`src/rtl/csa_pipelined_accumulator.sv`:
```
// Two-stage multi-operand adder/accumulator: S1 reduces NUM_OPS operands to a
// carry-save pair, S2 merges the pair with the accumulator and resolves it.
module csa_pipelined_accumulator #(
  parameter int WIDTH   = 32,
  parameter int NUM_OPS = 4,
  parameter int ACC_W   = 40
) (
  input  logic                     clk,
  input  logic                     rst,
  input  logic                     in_valid,
  output logic                     in_ready,
  input  logic [NUM_OPS*WIDTH-1:0] in_ops,
  input  logic                     in_clear,
  output logic                     out_valid,
  input  logic                     out_ready,
  output logic [ACC_W-1:0]         out_sum,
  output logic                     out_ovf
);

  if (NUM_OPS < 3 || NUM_OPS > 8) begin : g_bad_num_ops
    $error("NUM_OPS must lie in 3..8");
  end
  if (ACC_W < WIDTH + $clog2(NUM_OPS)) begin : g_bad_acc_w
    $error("ACC_W too narrow to hold the sum of NUM_OPS operands");
  end

  function automatic logic [ACC_W-1:0] csa_sum(input logic [ACC_W-1:0] x,
                                               input logic [ACC_W-1:0] y,
                                               input logic [ACC_W-1:0] z);
    return x ^ y ^ z;
  endfunction

  function automatic logic [ACC_W-1:0] csa_maj(input logic [ACC_W-1:0] x,
                                               input logic [ACC_W-1:0] y,
                                               input logic [ACC_W-1:0] z);
    return (x & y) | (x & z) | (y & z);
  endfunction

  // Majority bits carry into the next column, so the MSB lands in bit ACC_W.
  function automatic logic [ACC_W:0] cpa(input logic [ACC_W-1:0] s,
                                         input logic [ACC_W-1:0] m);
    return {1'b0, s} + {m, 1'b0};
  endfunction

  logic             s1_vld_q, s1_vld_d;
  logic [ACC_W-1:0] sum_p1_q, sum_p1_d;
  logic [ACC_W-1:0] carry_p1_q, carry_p1_d;
  logic             clr_p1_q, clr_p1_d;
  logic             out_vld_q, out_vld_d;
  logic [ACC_W-1:0] acc_p2_q, acc_p2_d;
  logic             ovf_p2_q, ovf_p2_d;

  logic             s1_load, s2_load;
  logic [ACC_W-1:0] tree_sum, tree_carry, op_ext, maj_tmp;
  logic [ACC_W-1:0] base_a;
  logic [ACC_W:0]   result_p2;

  // Stage 1: carry-save reduction of the incoming operands
  always_comb begin
    op_ext     = '0;
    maj_tmp    = '0;
    tree_sum   = ACC_W'(in_ops[WIDTH-1:0]);
    tree_carry = ACC_W'(in_ops[2*WIDTH-1:WIDTH]);
    for (int k = 2; k < NUM_OPS; k++) begin
      op_ext     = ACC_W'(in_ops[k*WIDTH +: WIDTH]);
      maj_tmp    = csa_maj(tree_sum, tree_carry, op_ext) << 1;
      tree_sum   = csa_sum(tree_sum, tree_carry, op_ext);
      tree_carry = maj_tmp;
    end
  end

  // Stage 2: fold the pair into the accumulator (or zero on clear)
  always_comb begin
    base_a    = clr_p1_q ? '0 : acc_p2_q;
    result_p2 = cpa(csa_sum(sum_p1_q, carry_p1_q, base_a),
                    csa_maj(sum_p1_q, carry_p1_q, base_a));
  end

  always_comb begin
    s2_load  = s1_vld_q & (~out_vld_q | out_ready);
    in_ready = ~rst & (~s1_vld_q | s2_load);
    s1_load  = in_valid & in_ready;

    s1_vld_d   = s1_vld_q;
    sum_p1_d   = sum_p1_q;
    carry_p1_d = carry_p1_q;
    clr_p1_d   = clr_p1_q;
    if (s1_load) begin
      s1_vld_d   = 1'b1;
      sum_p1_d   = tree_sum;
      carry_p1_d = tree_carry;
      clr_p1_d   = in_clear;
    end else if (s2_load) begin
      s1_vld_d = 1'b0;
    end

    out_vld_d = out_vld_q;
    acc_p2_d  = acc_p2_q;
    ovf_p2_d  = ovf_p2_q;
    if (s2_load) begin
      out_vld_d = 1'b1;
      acc_p2_d  = result_p2[ACC_W-1:0];
      ovf_p2_d  = result_p2[ACC_W];
    end else if (out_ready) begin
      out_vld_d = 1'b0;
    end
  end

  always_ff @(posedge clk) begin
    if (rst) begin
      s1_vld_q  <= 1'b0;
      out_vld_q <= 1'b0;
      acc_p2_q  <= '0;
      ovf_p2_q  <= 1'b0;
    end else begin
      s1_vld_q  <= s1_vld_d;
      out_vld_q <= out_vld_d;
      acc_p2_q  <= acc_p2_d;
      ovf_p2_q  <= ovf_p2_d;
    end
  end

  always_ff @(posedge clk) begin
    sum_p1_q   <= sum_p1_d;
    carry_p1_q <= carry_p1_d;
    clr_p1_q   <= clr_p1_d;
  end

  assign out_valid = out_vld_q;
  assign out_sum   = acc_p2_q;
  assign out_ovf   = ovf_p2_q;

endmodule
```
`config.mk`:
```
export PLATFORM = sky130hd
export DESIGN_NAME = csa_pipelined_accumulator
export DESIGN_NICKNAME = d
export VERILOG_FILES = /design/src/rtl/csa_pipelined_accumulator.sv
export SDC_FILE = /design/constraint.sdc
export NUM_CORES = 1
export LEC_CHECK = 0
export BUFFER_PORTS_ARGS = -buffer_cell sky130_fd_sc_hd__buf_2
export CAP_MARGIN = 40
export CORE_MARGIN = 1
export CORE_UTILIZATION = 31
export CTS_CLUSTER_SIZE = 20
export DETAILED_ROUTE_END_ITERATION = 8
export SETUP_SLACK_MARGIN = 0.1
export SYNTH_ARGS = -nofsm -noshare
export SYNTH_HDL_FRONTEND = slang
export SYNTH_SLANG_ARGS = --single-unit
```
`constraint.sdc`:
```
create_clock -name clk -period 6.13 [get_ports clk]
set_input_delay 0.613 -clock clk [delete_from_list [all_inputs] [get_ports clk]]
set_output_delay 0.613 -clock clk [all_outputs]
set_load 0.005 [all_outputs]
```
**Word-level counts from Yosys, hierarchy flattened**

Cells that the tools add are included.

- Register bits after elaboration: 123
- Input bits: 133
- Output and inout bits: 43
- Word-level logic and storage cells: 44

- Add/sub/neg operators: 1
- Mux-type cells: 5
- Bitwise gates (word level): 29
- Reduce and logical (&&, ||, !) cells: 2

Operator list:

| operator | number |
|---|---|
| $and A32 B32 Y32 | 4 |
| $and A40 B40 Y40 | 3 |
| $or A40 B40 Y40 | 2 |
| $xor A40 B40 Y40 | 2 |
| $or A32 B32 Y32 | 2 |
| $xor A32 B32 Y32 | 2 |
| $add A40 B41 Y41 | 1 |
| $mux W40 | 1 |
| $and A32 B33 Y33 | 1 |
| $and A33 B32 Y33 | 1 |
| $or A33 B32 Y33 | 1 |
| $or A33 B33 Y33 | 1 |
| $xor A32 B33 Y33 | 1 |
| $xor A33 B32 Y33 | 1 |
| $mux W1 | 4 |
| $reduce_bool A2 Y1 | 2 |
| $and A1 B1 Y1 | 3 |
| $not A1 Y1 | 3 |
| $or A1 B1 Y1 | 2 |

**Depth between registers and ports, before layout**

- Word-level depth: 7
- Gate-level depth with buffers: 16

**Least setup slack after synthesis**

OpenSTA, ideal clock, no wires.

- Kind: register to register
- From: register clr_p1_q
- To: register acc_p2_q[32] (netlist: out_sum[32])
- Library setup time: 0.120 ns
- Arrival: 3.690 ns
- Data required time: 6.010 ns
- Slack: 2.320 ns
- Cell stages (with the launch flop): 16
- Clock period less this slack: 3.810 ns
- Cell sequence: edfxtp_1 clkbuf_1 clkbuf_1 nand2b_1 fa_1 inv_1 ha_1 a21o_1 a221oi_4 o21ai_2 o32a_2 a22oi_4 o21a_4 o21ai_2 o2111a_1 a211o_1

- Word-level cells in the longest chain between the ends: 5
- Elaborated cells between the ends (all ways): 7
- Classes of those cells: add/sub (1); mux (1); bitwise (5)

Ends and longest elaborated chain:

| what | RTL line | RTL |
|---|---|---|
| start, declared | 48 | `logic clr_p1_q, clr_p1_d;` |
| start signal, assigned | 126 | `clr_p1_q <= clr_p1_d;` |
| $mux W40 * | 74 | `base_a = clr_p1_q ? '0 : acc_p2_q;` |
| $and A40 B40 Y40 | 36 | `return (x & y) \| (x & z) \| (y & z);` |
| $or A40 B40 Y40 (2 in a row) | 36 |  |
| $add A40 B41 Y41 * | 42 | `return {1'b0, s} + {m, 1'b0};` |
| end signal, assigned | 118 | `acc_p2_q <= acc_p2_d;` |
| end, declared | 50 | `logic [ACC_W-1:0] acc_p2_q, acc_p2_d;` |

Mark *: on every way between the ends. The rest lies on a longest branch, timed or not.
A chain may end at the register's enable or synchronous reset.

**Worst setup path after layout**

- From: register clr_p1_q
- To: register acc_p2_q[25] (netlist: out_sum[25])

The elaborated chain is that of the path after synthesis.

==> run metrics <==
Die W 163.6 µm; Clk Tree Root Cell clkbuf_16; io pins 176; core box area 25400 µm²; Worst setup SP type flip-flop; antenna cell count 0; Hold Buf Count CTS 0; Worst path max stage delay 0.50 ns; number of fill cells 2619; H-tree depth 3; ys flop type edfxtp_1; status finished clean; Placed Cells 1258; grt total ovfl 0; largest net degree at the start of global routing 67; worst-path fanout max 43; number of synthesized register bits 109; HPWL Detailed 13890 µm; CP Class reg2reg; grt peak-use layer met2; delay-heaviest family, CP compound AO/OA/AOI/OAI gates; Clk Latency, worst-skew pair 0.36 ns; Net Count, Synth 1041; clock tree from TritonCTS done; post-route ant nets 0; synth warn 0; DRT iter0 DRCs 261; RSZ-0062 raised after global routing false; clk sinks 109; worst path bufs/invs 2; most frequent cells in the layout buf_2, inv_1, fa_1, nand2_1, edfxtp_1; TritonCTS Buffers 9; Post-Route WL 17500 µm; Hold Fails Final Rpt 0; post-DR wirelength/cell 13.74 µm; ys async rst share 0; via count 5840; CP arrival 4.36 ns; worst slew pin tran 0.6418 ns; share of cells above drive strength 1 0.2309; most common cell after layout, fill and taps aside buf_2; clock tree buffer depth 2; Peak VDD IR 127.7 µV; f_max 0.2462 GHz; GPL Wtd Cong 0.8255; GRT Total Usage 0.1396; Setup Total Neg Slack 0 ns; Pwr per Cell Area 259.4 nW/µm²; Power, Total 0.002506 W; clk slew on worst S/H paths 0.07 ns; first-pass GRT wire length 29180 µm; final period utilization 0.6625; detail-routed via count per cell 4.584; I/O Buffers 175; Die Ht 163.6 µm; fin. max-slew vios 0; Synth top area share 0.2448; Layout Utilization 0.3802; met3 usage 0.02895; max-capacitance violation count 0; nets@finish 1203; Worst EP required 6.43 ns; vias in the first global route 5870; Setup violations, final 0; synth top area cells edfxtp_1, fa_1, dfxtp_1; met1 Usage GRT 0.1841; CP cell instances buf_4, nand2b_1, fa_1, inv_1, ha_1, a21oi_1, a21boi_0, o21ai_0, a21boi_0, o31ai_1, a41oi_1, xnor2_1, nand2_1, a21oi_1; initial antenna violation count 0; Non-Filler Instances 1274; Setup Buffers After CTS 0; Final Skew 0.009041 ns; Tmin final 4.061 ns; EDFF count, synth 66; Synth Instances 777; total die area 26760 µm²; synthesis-to-layout area growth 19.30%; post_cts resized 0; Hold Path Class in2reg; hold_ws 0.4526 ns; register area share after synthesis 0.3512; Mean Syn Cell Area 10.42 µm²; Mapped Area 8095 µm²; slew margin rel. 0.5682; post-synth top area cell edfxtp_1; crit end category flip-flop; Rows 58; Slowest cell on crit path a21boi_0; Initial Utilization 0.3187; GR Layer Usage met2 0.2311; drt first pass iters 4; # DRC 0; synth unique cells 63; Leakage 4.438 nW
## stage by stage
step / area (µm²) / setup WS (ns)
2_1_floorplan: 8095 / 2.320
3_3_place_gp: 9254 / 2.175
3_5_place_dp: 9349 / 2.138
4_1_cts: 9658 / 2.103
5_1_grt: 9658 / 1.759
6_report: 9658 / 2.069
## routing by layer
metal	part of all wire	vias up
met5	0	-
met4	0.012	0
met3	0.053	14
met2	0.47	140
met1	0.47	2812
li1	-	2874
## worst paths after layout
path,start,to,slack [ns],cells past startpoint
worst max-delay path,clr_p1_q,out_sum[25],2.07,14
worst min-delay path,in_clear,clr_p1_q,0.45,1
worst max register to register,clr_p1_q,out_sum[25],2.07,14
worst min register to register,out_sum[33],out_sum[33],0.46,2
## power by group
part | internal [W] | switching, W | leakage (nW)
logic | 0.000426 | 0.000548 | 3.32
clock network | 0.000358 | 0.000270 | 0.147
registers | 0.000869 | 0.0000345 | 0.971
total | 0.00165 | 0.000852 | 4.44
## registers in the layout, summed over array words and instances (netlist names)
name,count
clr_p1_q,1
sum_p1_q,33
s1_vld_q,1
out_valid,1
out_sum,40
carry_p1_q,32
out_ovf,1
## synthesized netlist by cell type (all sizes together) (4+ instances only)
| master | number |
|---|---|
| dfxtp | 43 |
| nand4 | 7 |
| clkbuf | 21 |
| xor2 | 5 |
| and3 | 6 |
| ha | 35 |
| nand2b | 35 |
| inv | 143 |
| o21ai | 19 |
| a31oi | 8 |
| a21o | 12 |
| buf | 8 |
| edfxtp | 66 |
| a211oi | 5 |
| and2 | 5 |
| o211ai | 4 |
| o21a | 9 |
| xnor2 | 20 |
| nor2b | 10 |
| a21oi | 59 |
| nand3 | 16 |
| o31ai | 6 |
| nor3 | 8 |
| nor2 | 21 |
| nand3b | 4 |
| nand2 | 72 |
| fa | 96 |
## area by class of cell
cell class	instances	area, µm²	share of cell area
inverter	143	536.8	0.05558
multi-input combinational	496	4578	0.4740
timing repair buffer	180	978.4	0.1013
clock buffer	12	236.5	0.02449
sequential	109	2843	0.2943
clock inverter	4	72.57	0.007514
tap	330	412.9	0.04275
## cell families after synthesis
logic type                 count (synthesis)  share of synthesized area
muxes                                      1                   0.001237
and+or+nand+nor                          193                     0.1195
adders and majority gates                131                     0.2915
DFF                                      109                     0.3512
xor gates and xnor gates                  25                    0.02705
AOI/OAI and AO/OA                        146                     0.1247
buffers and inverters                    172                    0.08485
## worst reg2reg max path: stages, from the launching register on
cell      delay, ns
edfxtp_1       0.39
buf_4          0.27
nand2b_1       0.21
fa_1           0.48
inv_1          0.04
ha_1           0.30
a21oi_1        0.29
a21boi_0       0.50
o21ai_0        0.22
a21boi_0       0.48
o31ai_1        0.21
a41oi_1        0.28
xnor2_1        0.14
nand2_1        0.06
a21oi_1        0.12
(Power assumes the default switching activity.)
